File: src/rtl/exe_defs.sv
// Shared definitions for the RV32M multiply/divide unit: funct3 op encodings,
// FSM state encoding and operand signedness helpers.
package exe_defs;

   localparam logic [2:0] OP_MUL    = 3'b000;
   localparam logic [2:0] OP_MULH   = 3'b001;
   localparam logic [2:0] OP_MULHSU = 3'b010;
   localparam logic [2:0] OP_MULHU  = 3'b011;
   localparam logic [2:0] OP_DIV    = 3'b100;
   localparam logic [2:0] OP_DIVU   = 3'b101;
   localparam logic [2:0] OP_REM    = 3'b110;
   localparam logic [2:0] OP_REMU   = 3'b111;

   typedef enum logic [2:0] {
      StIdle = 3'd0,
      StMul  = 3'd1,
      StDiv  = 3'd2,
      StFix  = 3'd3,
      StDone = 3'd4
   } state_e;

   function automatic logic a_signed(input logic [2:0] op);
      return (op == OP_MUL) || (op == OP_MULH) || (op == OP_MULHSU) ||
             (op == OP_DIV) || (op == OP_REM);
   endfunction

   function automatic logic b_signed(input logic [2:0] op);
      return (op == OP_MUL) || (op == OP_MULH) || (op == OP_DIV) || (op == OP_REM);
   endfunction

endpackage

File: src/rtl/exe_div_iter.sv
// One restoring divide step: shift the next dividend bit into the partial
// remainder and subtract the divisor when it fits.
module exe_div_iter #(
   parameter int unsigned XLEN = 32
) (
   input  logic [XLEN-1:0] rem_i,
   input  logic [XLEN-1:0] quo_i,
   input  logic [XLEN-1:0] divisor_i,
   output logic [XLEN-1:0] rem_o,
   output logic [XLEN-1:0] quo_o
);

   logic [XLEN:0] shifted;
   logic [XLEN:0] diff;

   always_comb begin
      shifted = {rem_i, quo_i[XLEN-1]};
      diff    = shifted - {1'b0, divisor_i};
      // Top bit of diff is the borrow: set only when the divisor does not fit.
      if (!diff[XLEN]) begin
         rem_o = diff[XLEN-1:0];
         quo_o = {quo_i[XLEN-2:0], 1'b1};
      end else begin
         rem_o = shifted[XLEN-1:0];
         quo_o = {quo_i[XLEN-2:0], 1'b0};
      end
   end

endmodule

File: src/rtl/exe_muldiv.sv
// Iterative RV32M multiply/divide unit with valid/ready request and result
// handshakes, shift-add multiplier, restoring divider and flush abort.
module exe_muldiv
   import exe_defs::*;
#(
   parameter int unsigned XLEN    = 32,
   parameter int unsigned RD_W    = 11,
   parameter int unsigned MUL_BPC = 1
) (
   input  logic            clk,
   input  logic            rstl,
   input  logic            flush_i,
   input  logic            in_valid_i,
   output logic            in_ready_o,
   input  logic [2:0]      op_i,
   input  logic [XLEN-1:0] rs1_i,
   input  logic [XLEN-1:0] rs2_i,
   input  logic [RD_W-1:0] rd_i,
   output logic            out_valid_o,
   input  logic            out_ready_i,
   output logic [XLEN-1:0] result_o,
   output logic [RD_W-1:0] rd_o,
   output logic            div_by_zero_o,
   output logic            busy_o
);

   localparam int unsigned CNT_W = $clog2(XLEN) + 1;
   localparam int unsigned MUL_N = XLEN / MUL_BPC;
   localparam logic [CNT_W-1:0]    MUL_LAST = CNT_W'(MUL_N - 1);
   localparam logic [CNT_W-1:0]    DIV_LAST = CNT_W'(XLEN - 1);
   localparam logic [CNT_W-1:0]    CNT_ONE  = CNT_W'(1);
   localparam logic [XLEN-1:0]     ONE_X    = XLEN'(1);
   localparam logic [2*XLEN-1:0]   ONE_2X   = (2 * XLEN)'(1);
   localparam logic [XLEN-1:0]     MIN_X    = {1'b1, {(XLEN-1){1'b0}}};

   state_e              state_q, state_d;
   logic [2:0]          op_q, op_d;
   logic [RD_W-1:0]     rd_q, rd_d;
   logic [2*XLEN-1:0]   acc_q, acc_d;
   logic [XLEN-1:0]     opb_q, opb_d;
   logic [CNT_W-1:0]    cnt_q, cnt_d;
   logic                neg_q, neg_d;
   logic [XLEN-1:0]     result_q, result_d;
   logic                dbz_q, dbz_d;

   logic                sa, sb;
   logic [XLEN-1:0]     a_mag, b_mag;
   logic                rs2_zero, ovf;
   logic [XLEN+MUL_BPC-1:0] pp, hi_sum;
   logic [2*XLEN-1:0]   mul_next, prod;
   logic [XLEN-1:0]     div_rem, div_quo, div_val, fix_result;

   exe_div_iter #(
      .XLEN (XLEN)
   ) u_div_iter (
      .rem_i     (acc_q[2*XLEN-1:XLEN]),
      .quo_i     (acc_q[XLEN-1:0]),
      .divisor_i (opb_q),
      .rem_o     (div_rem),
      .quo_o     (div_quo)
   );

   always_comb begin
      sa       = a_signed(op_i) & rs1_i[XLEN-1];
      sb       = b_signed(op_i) & rs2_i[XLEN-1];
      a_mag    = sa ? (~rs1_i + ONE_X) : rs1_i;
      b_mag    = sb ? (~rs2_i + ONE_X) : rs2_i;
      rs2_zero = (rs2_i == '0);
      ovf      = ((op_i == OP_DIV) || (op_i == OP_REM)) && (rs1_i == MIN_X) && (&rs2_i);
   end

   // Multiplier bits sit in the low half of acc_q and shift out as the
   // product accumulates into the high half.
   always_comb begin
      pp = '0;
      for (int j = 0; j < MUL_BPC; j++) begin
         if (acc_q[j]) pp = pp + ({{MUL_BPC{1'b0}}, opb_q} << j);
      end
      hi_sum   = {{MUL_BPC{1'b0}}, acc_q[2*XLEN-1:XLEN]} + pp;
      mul_next = {hi_sum, acc_q[XLEN-1:MUL_BPC]};
   end

   always_comb begin
      prod    = neg_q ? (~acc_q + ONE_2X) : acc_q;
      div_val = op_q[1] ? acc_q[2*XLEN-1:XLEN] : acc_q[XLEN-1:0];
      if (!op_q[2]) fix_result = (op_q == OP_MUL) ? prod[XLEN-1:0] : prod[2*XLEN-1:XLEN];
      else          fix_result = neg_q ? (~div_val + ONE_X) : div_val;
   end

   always_comb begin
      state_d  = state_q;
      op_d     = op_q;
      rd_d     = rd_q;
      acc_d    = acc_q;
      opb_d    = opb_q;
      cnt_d    = cnt_q;
      neg_d    = neg_q;
      result_d = result_q;
      dbz_d    = dbz_q;
      if (flush_i) begin
         state_d = StIdle;
      end else begin
         unique case (state_q)
            StIdle: begin
               if (in_valid_i) begin
                  op_d  = op_i;
                  rd_d  = rd_i;
                  cnt_d = '0;
                  dbz_d = 1'b0;
                  neg_d = (op_i[2] && op_i[1]) ? sa : (sa ^ sb);
                  if (op_i[2] && rs2_zero) begin
                     result_d = op_i[1] ? rs1_i : '1;
                     dbz_d    = 1'b1;
                     state_d  = StDone;
                  end else if (ovf) begin
                     result_d = op_i[1] ? '0 : rs1_i;
                     state_d  = StDone;
                  end else if (op_i[2]) begin
                     acc_d   = {{XLEN{1'b0}}, a_mag};
                     opb_d   = b_mag;
                     state_d = StDiv;
                  end else begin
                     acc_d   = {{XLEN{1'b0}}, b_mag};
                     opb_d   = a_mag;
                     state_d = StMul;
                  end
               end
            end
            StMul: begin
               acc_d = mul_next;
               cnt_d = cnt_q + CNT_ONE;
               if (cnt_q == MUL_LAST) begin
                  cnt_d   = '0;
                  state_d = StFix;
               end
            end
            StDiv: begin
               acc_d = {div_rem, div_quo};
               cnt_d = cnt_q + CNT_ONE;
               if (cnt_q == DIV_LAST) begin
                  cnt_d   = '0;
                  state_d = StFix;
               end
            end
            StFix: begin
               result_d = fix_result;
               state_d  = StDone;
            end
            StDone: begin
               if (out_ready_i) state_d = StIdle;
            end
            default: state_d = StIdle;
         endcase
      end
   end

   always_ff @(posedge clk) begin
      if (rstl) begin
         state_q  <= StIdle;
         op_q     <= '0;
         rd_q     <= '0;
         acc_q    <= '0;
         opb_q    <= '0;
         cnt_q    <= '0;
         neg_q    <= 1'b0;
         result_q <= '0;
         dbz_q    <= 1'b0;
      end else begin
         state_q  <= state_d;
         op_q     <= op_d;
         rd_q     <= rd_d;
         acc_q    <= acc_d;
         opb_q    <= opb_d;
         cnt_q    <= cnt_d;
         neg_q    <= neg_d;
         result_q <= result_d;
         dbz_q    <= dbz_d;
      end
   end

   assign in_ready_o    = (state_q == StIdle) && !flush_i;
   assign out_valid_o   = (state_q == StDone);
   assign busy_o        = (state_q != StIdle);
   assign result_o      = result_q;
   assign rd_o          = rd_q;
   assign div_by_zero_o = dbz_q;

endmodule

File: config.mk
export PLATFORM = sky130hd
export DESIGN_NAME = exe_muldiv
export DESIGN_NICKNAME = d
export VERILOG_FILES = /design/src/rtl/exe_defs.sv /design/src/rtl/exe_div_iter.sv /design/src/rtl/exe_muldiv.sv
export SDC_FILE = /design/constraint.sdc
export NUM_CORES = 1
export LEC_CHECK = 0
export CAP_MARGIN = 20
export CORE_UTILIZATION = 35
export CTS_BUF_LIST = sky130_fd_sc_hd__clkbuf_8
export CTS_CLUSTER_SIZE = 30
export DETAILED_ROUTE_END_ITERATION = 10
export PLACE_DENSITY_LB_ADDON = 0.25
export SLEW_MARGIN = 20
export SYNTH_ARGS = -nofsm -noshare
export SYNTH_HDL_FRONTEND = slang
export SYNTH_HIERARCHICAL = 1
export SYNTH_SLANG_ARGS = --single-unit
export TNS_END_PERCENT = 30
File: constraint.sdc
create_clock -name clk -period 6.6 [get_ports clk]
set_clock_uncertainty 0.05 [all_clocks]
set_input_delay 1.32 -clock clk [delete_from_list [all_inputs] [get_ports clk]]
set_output_delay 1.32 -clock clk [all_outputs]
set_load 0.005 [all_outputs]
Word-level counts from Yosys, hierarchy flattened
Index checks and enable logic that the tools add are counted.
{ "word_totals": {"register_bits": 153} }
{ "op_classes": {"n_mux": 34, "bitwise_logic": 10, "n_eq_ne": 16, "n_addsub": 7, "reduce_logical": 30} }
{ "op_table": {"columns": ["op", "n"], "rows": [
  ["2-to-1 mux 32 bit", 15],
  ["2-to-1 mux 64 bit", 4],
  ["one-hot mux 64 bit (3 select lines)", 1],
  ["adder 32 x 1 -> 32 bit (second input constant)", 3],
  ["inverter 32 bit", 3],
  ["adder 64 x 1 -> 64 bit (second input constant)", 1],
  ["inverter 64 bit", 1],
  ["one-hot mux 32 bit (2 select lines)", 1],
  ["adder 32 x 33 -> 33 bit", 1],
  ["subtractor 33 x 32 -> 33 bit", 1],
  ["equality test 32 bit (second input constant)", 1],
  ["logical NOT 32 bit", 1],
  ["AND reduction 32 bit", 1],
  ["2-to-1 mux 3 bit", 5],
  ["2-to-1 mux 6 bit", 2],
  ["one-hot mux 3 bit (4 select lines)", 1],
  ["one-hot mux 6 bit (2 select lines)", 1],
  ["AND reduction 5 bit", 2],
  ["equality test 3 x 2 -> 1 bit (second input constant)", 3],
  ["equality test 3 bit (second input constant)", 3],
  ["logical NOT 3 bit", 3],
  ["AND reduction 3 bit", 3],
  ["logical OR 1 bit", 7],
  ["adder 6 x 1 -> 6 bit (second input constant)", 1],
  ["16 further kinds", 32]
]} }

Longest topological paths before layout
Gate-level depths: netlist (run 1).
{ "logic_depth": {"depth_word": 12, "mapped_depth": 19, "ltp_nobuf": 17} }

Modules after synthesis
The synthesis (run 1) kept the hierarchy.
{ "by_module_without_submodules": {"columns": ["mod", "area_each_um2", "instances", "cells_each"], "rows": [
  ["exe_muldiv", 14103.5, 1, 1980],
  ["exe_div_iter", 2591.2, 1, 336]
]} }

Worst setup path after synthesis (run 1)
Ideal clock, no wire load.
{ "synth_path": {"path_kind": "reg-to-reg", "start": "reg op_q[1]", "end": "reg result_q[28], in the netlist result_o[28]", "stages_incl_launch_ff": 17, "setup_slack_ps": 1427, "arrival_time_ps": 5055, "synth_period_minus_slack_ps": 5173, "path_cell_list": "dfxtp_1 clkbuf_1 buf_1 clkbuf_1 buf_1 clkbuf_1 mux2i_1 ha_1 or3b_2 o32a_1 or3b_4 or4_4 o41ai_2 xor2_1 a21oi_1 a211o_1 a21oi_2"} }
{ "synth_between": {"elab_chain_len": 6, "elab_cells_between_ends": 8, "cone_classes": "add/sub (1); mux (5); bitwise (1); reduce/logical (1)"} }
{ "synth_lines": {"columns": ["item", "line_no", "text"], "rows": [
  ["start: declaration", "exe_muldiv.sv:37", "logic [2:0] op_q, op_d;"],
  ["start signal: assignment", "exe_muldiv.sv:170", "op_q <= op_d;"],
  ["2-to-1 mux 32 bit", "exe_muldiv.sv:85", "div_val = op_q[1] ? acc_q[2*XLEN-1:XLEN] : acc_q[XLEN-1:0];"],
  ["inverter 32 bit", "exe_muldiv.sv:87", "else fix_result = neg_q ? (~div_val + ONE_X) : div_val;"],
  ["adder 32 x 1 -> 32 bit", "exe_muldiv.sv:87", null],
  ["2-to-1 mux 32 bit", "exe_muldiv.sv:87", null],
  ["2-to-1 mux 32 bit (*)", "exe_muldiv.sv:86", "if (!op_q[2]) fix_result = (op_q == OP_MUL) ? prod[XLEN-1:0] : prod[2*XLEN-1:XLEN];"],
  ["one-hot mux 32 bit (2 select lines) (*)", "exe_muldiv.sv:103", "unique case (state_q)"],
  ["end signal: assignment", "exe_muldiv.sv:176", "result_q <= result_d;"],
  ["end: declaration", "exe_muldiv.sv:43", "logic [XLEN-1:0] result_q, result_d;"]
]} }
Every way passes the cells marked *; elsewhere a longest branch is shown, timed or not.
A chain may end at the register's enable or synchronous reset.

Worst setup path after layout (run 1)
{ "layout_path": {"start": "in rs1_i[4]", "end": "reg result_q[17], in the netlist result_o[17]"} }
{ "layout_between": {"elab_chain_len": 5} }
{ "layout_lines": {"columns": ["item", "line_no", "text"], "rows": [
  ["start: declaration", "exe_muldiv.sv:16", "input logic [XLEN-1:0] rs1_i,"],
  ["equality test 32 bit", "exe_muldiv.sv:69", "ovf = ((op_i == OP_DIV) || (op_i == OP_REM)) && (rs1_i == MIN_X) && (&rs2_i);"],
  ["logical AND 1 bit (2 in series)", "exe_muldiv.sv:69", null],
  ["!= test 3 bit (no line)", null, null],
  ["AND reduction 4 bit (no line)", null, null]
]} }
Every way passes these cells.

==> results of run 1 <==
-- placed cells by master, fill, tap and decap left out, types with 70 or more instances in the layout --
| master | netlist | routed |
|---|---|---|
| ha_1 | 70 | 70 |
| clkdlybuf4s50_1 | 0 | 127 |
| a21oi_1 | 195 | 195 |
| nor3_1 | 98 | 98 |
| xor2_1 | 81 | 81 |
| o21ai_0 | 112 | 111 |
| xnor2_1 | 86 | 86 |
| dfxtp_1 | 153 | 151 |
| nor2_1 | 241 | 236 |
| nand2_1 | 221 | 221 |
-- synthesized netlist by cell type (26+ instances only) --
cell / number
nor3_1: 98
clkbuf_1: 150
nand3_1: 54
and2_1: 41
a21o_1: 30
nor4_1: 27
a21oi_1: 195
o31ai_1: 32
dfxtp_1: 153
ha_1: 70
nor2_1: 241
a31oi_1: 26
o21ai_0: 112
xor2_1: 81
a222oi_1: 30
xnor2_1: 86
o211ai_1: 32
inv_1: 57
a211oi_1: 62
buf_4: 34
mux2i_1: 50
a221oi_1: 33
maj3_1: 30
nand2_1: 221
-- layer usage --
metal	global-route usage, %	vias to the layer above	wire (um)
met1	37.16	8653	28920
met2	43.40	913	30500
met4	13.31	0	3289
met3	4.385	142	5616
li1	-	8460	-
met5	0	-	0
-- power breakdown --
| group | switching, mW | total, mW | internal (mW) | leakage [nW] |
|---|---|---|---|---|
| Sequential | 0.135 | 1.11 | 0.974 | 1.25 |
| Clock | 0.473 | 0.769 | 0.295 | 0.201 |
| Combinational | 0.914 | 1.54 | 0.629 | 5.10 |
-- path summary, 6_finish.rpt --
path	end	cells past startpoint	from
max	result_o[17]	11	rs1_i[4]
min	rd_o[0]	2	rd_o[0]
max reg2reg	acc_q[57]	17	acc_q[31]
min reg2reg	rd_o[0]	2	rd_o[0]
-- stage by stage --
| stage | area (um2) | power (mW) |
|---|---|---|
| 3_5_place_dp | 18000 | 2.628 |
| 5_1_grt | 18400 | 3.580 |
| 3_3_place_gp | 18000 | 2.611 |
| 6_report | 18400 | 3.421 |
| 2_1_floorplan | 16690 | 2.212 |
| 4_1_cts | 18400 | 3.390 |
-- state kept, by name, summed over array words and instances, names as in the netlist --
name	count
result_o	32
opb_q	32
rd_o	11
div_by_zero_o	1
state_q	3
cnt_q	6
acc_q	64
op_q	3
neg_q	1
-- worst max-delay path, delay by kind of cell --
family / cells / cell delay, ps
AOI/OAI and AO/OA: 4 / 1460
and+or+nand+nor: 5 / 2290
buffers and inverters: 2 / 780
-- area by class of cell --
cell class	instances	area, um2
clock buffer	18	247.7
clock inverter	14	153.9
fill	4883	28350
inverter	59	229.0
multi-input combinational	1892	12410
sequential	153	3068
tap	607	759.5
timing repair buffer	162	1531
-- logic make-up (layout without fill, tap and decap cells) --
family / count (synthesis) / after routing / synth area share, %
simple gates: 844 / 844 / 24.31
compound gates: 694 / 694 / 27.96
buf+inv: 271 / 253 / 7.487
xor+xnor: 167 / 167 / 8.761
flops: 153 / 153 / 18.35
fa+ha+maj: 102 / 102 / 7.285
mux: 85 / 85 / 5.853
==> flow_summary.json, run 1 <==
{
  "post-cts-setup-buffer-count": 0,
  "async_reset_ff_share_pct": 0,
  "synth_cell_types": 98,
  "ys_seq_area_share_pct": 18.35,
  "wl_um": 68320,
  "io_buffers": 129,
  "clock-sinks": 153,
  "core-area_um2": 46750,
  "syn-num-nets": 2471,
  "clock_latency_ps": 520,
  "grt_max_degree": 93,
  "fp.dieW_um": 220.4,
  "fin_ws_ps": 1115,
  "hold_viol_final": 0,
  "dieArea_um2": 48580,
  "syn_inst": 2316,
  "drive_above_1_share_pct": 6.614,
  "synth_top_area_cell": "dfxtp_1",
  "finalCritPeriodShare_pct": 83.10,
  "numCtsBuffers": 17,
  "cp-start-kind": "input port",
  "yosys_warnings": 6,
  "period_minus_slack_ps": 5485,
  "synth_top_area_share_pct": 18.35,
  "crit_required_ps": 6990,
  "rsz0062_at_grt": "false",
  "path_clk_slew_ps": 100,
  "gp_congestion": 0.9776,
  "path_class": "input port to flip-flop",
  "max-vdd-ir-drop_mv": 0.1580,
  "status": "finished, final reports clean",
  "overflow": 0,
  "cp_max_fo": 17,
  "crit_slowest_cell": "o31ai_1",
  "final_nets": 2440,
  "antenna_cells": 0,
  "synth_area_um2": 16690,
  "row_count": 79,
  "final_util_pct": 39.36,
  "hold_slack_ps": 410.8,
  "min_path_type": "flip-flop to flip-flop",
  "viasPerCell": 6.254,
  "setup_tns_ps": 0,
  "boundaryPins": 130,
  "fmax_ghz": 0.1823,
  "worst_pin_slew_ps": 1065,
  "first_iter_violations": 2381,
  "ant_nets": 0,
  "cts_tree": "yes",
  "instances_no_fill": 2905,
  "grt_first_pass_wirelength_um": 102900,
  "slew-limit-headroom_pct": 28.91,
  "place_ws_ps": 735.4,
  "clockBufferDepth": 2,
  "grt.total_usage_pct": 27.80,
  "cts.repair.resized": 0,
  "slew_violations": 0,
  "power_density_nw_per_um2": 185.9,
  "critPathMostFrequentCell": "a21oi_1",
  "syn_avg_cell_area_um2": 7.208,
  "yosys-top-cells-area": "dfxtp_1 (18%), a21oi_1 (5.8%), nor2_1 (5.4%)",
  "h-tree-depth": 4,
  "ff2ff_setup_slack_ps": 1920,
  "p_leak_nw": 6.549,
  "setup_violations": 0,
  "maxCapViolations": 0,
  "end_kind": "flip-flop",
  "cp.arrival_ps": 5870,
  "synth_edf_count": 0,
  "slowest_delay_ps": 800,
  "root_buffer": "clkbuf_8",
  "drc_errors": 0,
  "ys_ff_latch": 153,
  "areaGrowthSynthToFinish_pct": 10.21,
  "start_util_pct": 35.71,
  "dp_hpwl_um": 51910,
  "placed_cells": 2873,
  "antenna_found_initial": 0,
  "cts_hold_buf": 0,
  "synth_ff_type": "dfxtp_1",
  "die_y_um": 220.4,
  "post_drt_wl_per_cell_um": 23.52,
  "dr.pass1.iters": 9,
  "grt_pass1_vias": 16840,
  "route.vias.total": 18170,
  "crit_chain": "clkdlybuf4s50_1, or4_1, nor4b_2, nand3_1, o31ai_1, and2_1, nor2_2, buf_4, a2111oi_0, a21oi_1, a21oi_1"
}
No activity file was read; power rests on OpenSTA's default activity.
==> run 2, diff against run 1 <==
==> constraint.sdc (replaced) <==
create_clock -name clk -period 4.4 [get_ports clk]
set_clock_uncertainty 0.05 [all_clocks]
set_input_delay 0.88 -clock clk [delete_from_list [all_inputs] [get_ports clk]]
set_output_delay 0.88 -clock clk [all_outputs]
set_load 0.005 [all_outputs]
==> flow_summary.json, run 2 (synthesis gave the netlist of run 1 again) <==
{
  "status": "finished, final reports clean",
  "largest-register": "acc_q",
  "post-cts-setup-buffer-count": 0,
  "h-tree-depth": 4,
  "die_y_um": 220.4,
  "ant_nets": 0,
  "dieArea_um2": 48580,
  "setup_tns_ps": 0,
  "power_density_nw_per_um2": 271.3,
  "fp.dieW_um": 220.4,
  "slew_violations": 0,
  "path_delay_family": "compound AO/OA/AOI/OAI gates",
  "cp.arrival_ps": 4490,
  "antenna_cells": 0,
  "crit_chain": "inv_1, fa_1, and2b_1, o2111ai_2, a21oi_2, o2111ai_2, a211oi_2, nor2_4, mux2i_4, and2_4, inv_8, buf_4, mux2_4, a221oi_1, nor3_1",
  "overflow": 0,
  "numCtsBuffers": 17,
  "critPathMostFrequentCell": "o2111ai_2",
  "max-vdd-ir-drop_mv": 0.3104,
  "clockBufferDepth": 2,
  "period_minus_slack_ps": 4148,
  "start_util_pct": 35.71,
  "first_iter_violations": 2070,
  "worst_pin_slew_ps": 1017,
  "drc_errors": 0,
  "path_clk_slew_ps": 100,
  "areaGrowthSynthToFinish_pct": 15.25,
  "path_class": "flip-flop to flip-flop",
  "row_count": 79,
  "boundaryPins": 130,
  "p_leak_nw": 7.084,
  "setup_violations": 0,
  "mostFrequentLayoutCells": "nor2_1 (235), nand2_1 (221), a21oi_1 (195), dfxtp_1 (151), buf_4 (132)",
  "end_kind": "flip-flop",
  "io_buffers": 129,
  "hold_slack_ps": 407.8,
  "final_nets": 2544,
  "viasPerCell": 6.191,
  "root_buffer": "clkbuf_8",
  "wl_um": 69020,
  "antenna_found_initial": 0,
  "dp_hpwl_um": 53960,
  "hold_viol_final": 0,
  "cp_num_buf_inv": 3,
  "gp_congestion": 1.019,
  "cp_max_fo": 21,
  "cts_tree": "yes",
  "maxCapViolations": 0,
  "slew-limit-headroom_pct": 31.98,
  "slowest_delay_ps": 480,
  "fmax_ghz": 0.2411,
  "clock_latency_ps": 510,
  "clock-sinks": 153,
  "dr.pass1.iters": 9,
  "crit_slowest_cell": "dfxtp_1",
  "grt_pass1_vias": 17010,
  "core-area_um2": 46750,
  "final_common_cell": "nor2_1",
  "crit_required_ps": 4740,
  "grt_max_degree": 92,
  "drive_above_1_share_pct": 10.74,
  "finalCritPeriodShare_pct": 94.28,
  "min_path_type": "flip-flop to flip-flop",
  "largest_register_ffs": 64,
  "route.vias.total": 18630,
  "post_drt_wl_per_cell_um": 22.94,
  "rsz0062_at_grt": "false",
  "cp-start-kind": "flip-flop",
  "grt_first_pass_wirelength_um": 103100,
  "grt.total_usage_pct": 27.87
}
==> run 2: worst min-delay path, delay by kind of cell (launching register included) <==
kind / cells / cell delay, ps
flip-flops: 1 / 310
AND/OR/NAND/NOR: 1 / 50
AO/OA/AOI/OAI: 1 / 50
==> run 2: power by group <==
part | leakage (nW) | total, mW | switching [mW] | internal, mW
sequential | 1.25 | 1.56 | 0.102 | 1.46
clock | 0.191 | 1.11 | 0.652 | 0.458
combinational | 5.64 | 2.55 | 1.51 | 1.04
total | 7.08 | 5.22 | 2.26 | 2.96
==> run 2: metal layers <==
metal,share of wire [%],GRT usage (%),vias to the layer above
met5,0.0087,0,-
met1,42,37.00,8831
li1,-,-,8664
met3,9.1,5.031,163
met2,44,42.60,970
met4,5.6,15.03,2
==> run 2: through the flow <==
stage / cell area [um2] / setup WS, ps / utilization (%) / power (mW) / instances
final: 19240 / 251.6 / 41.15 / 5.221 / 3009
after global routing: 19240 / 44.08 / 41.15 / 5.466 / 3009
after CTS: 19230 / 193.9 / 41.14 / 5.168 / 3009
after detailed placement: 18860 / 62.07 / 40.33 / 4.060 / 2977
after global placement: 18860 / 126.3 / 40.33 / 4.032 / 2977
after floorplan: 16710 / 10.25 / - / 3.319 / 2316
==> run 2: path summary, 6_finish.rpt <==
check / startpoint / endpoint / slack (ps) / cells after the start
setup reg to reg: acc_q[32] / acc_q[46] / 250 / 15
hold / removal: rd_o[8] / rd_o[8] / 410 / 2
hold reg to reg: rd_o[8] / rd_o[8] / 410 / 2
setup / recovery: acc_q[32] / acc_q[46] / 250 / 15
==> run 2: cell type report <==
type / instances / area, um2
multi-input cells: 1892 / 12420
flip-flops and latches: 153 / 3068
inverters: 59 / 229.0
clock inverters: 15 / 143.9
clock buffers: 17 / 234.0
well taps: 607 / 759.5
repair buffers: 266 / 2387
fillers: 4865 / 27510
==> run 2: what timing repair did <==
item / 4_1_cts / 5_1_grt
gates resized for setup: 0 / 1
endpoints found under the hold margin: 0 / 0
setup endpoints to repair: 0 / 1
hold buffers: 0 / 0
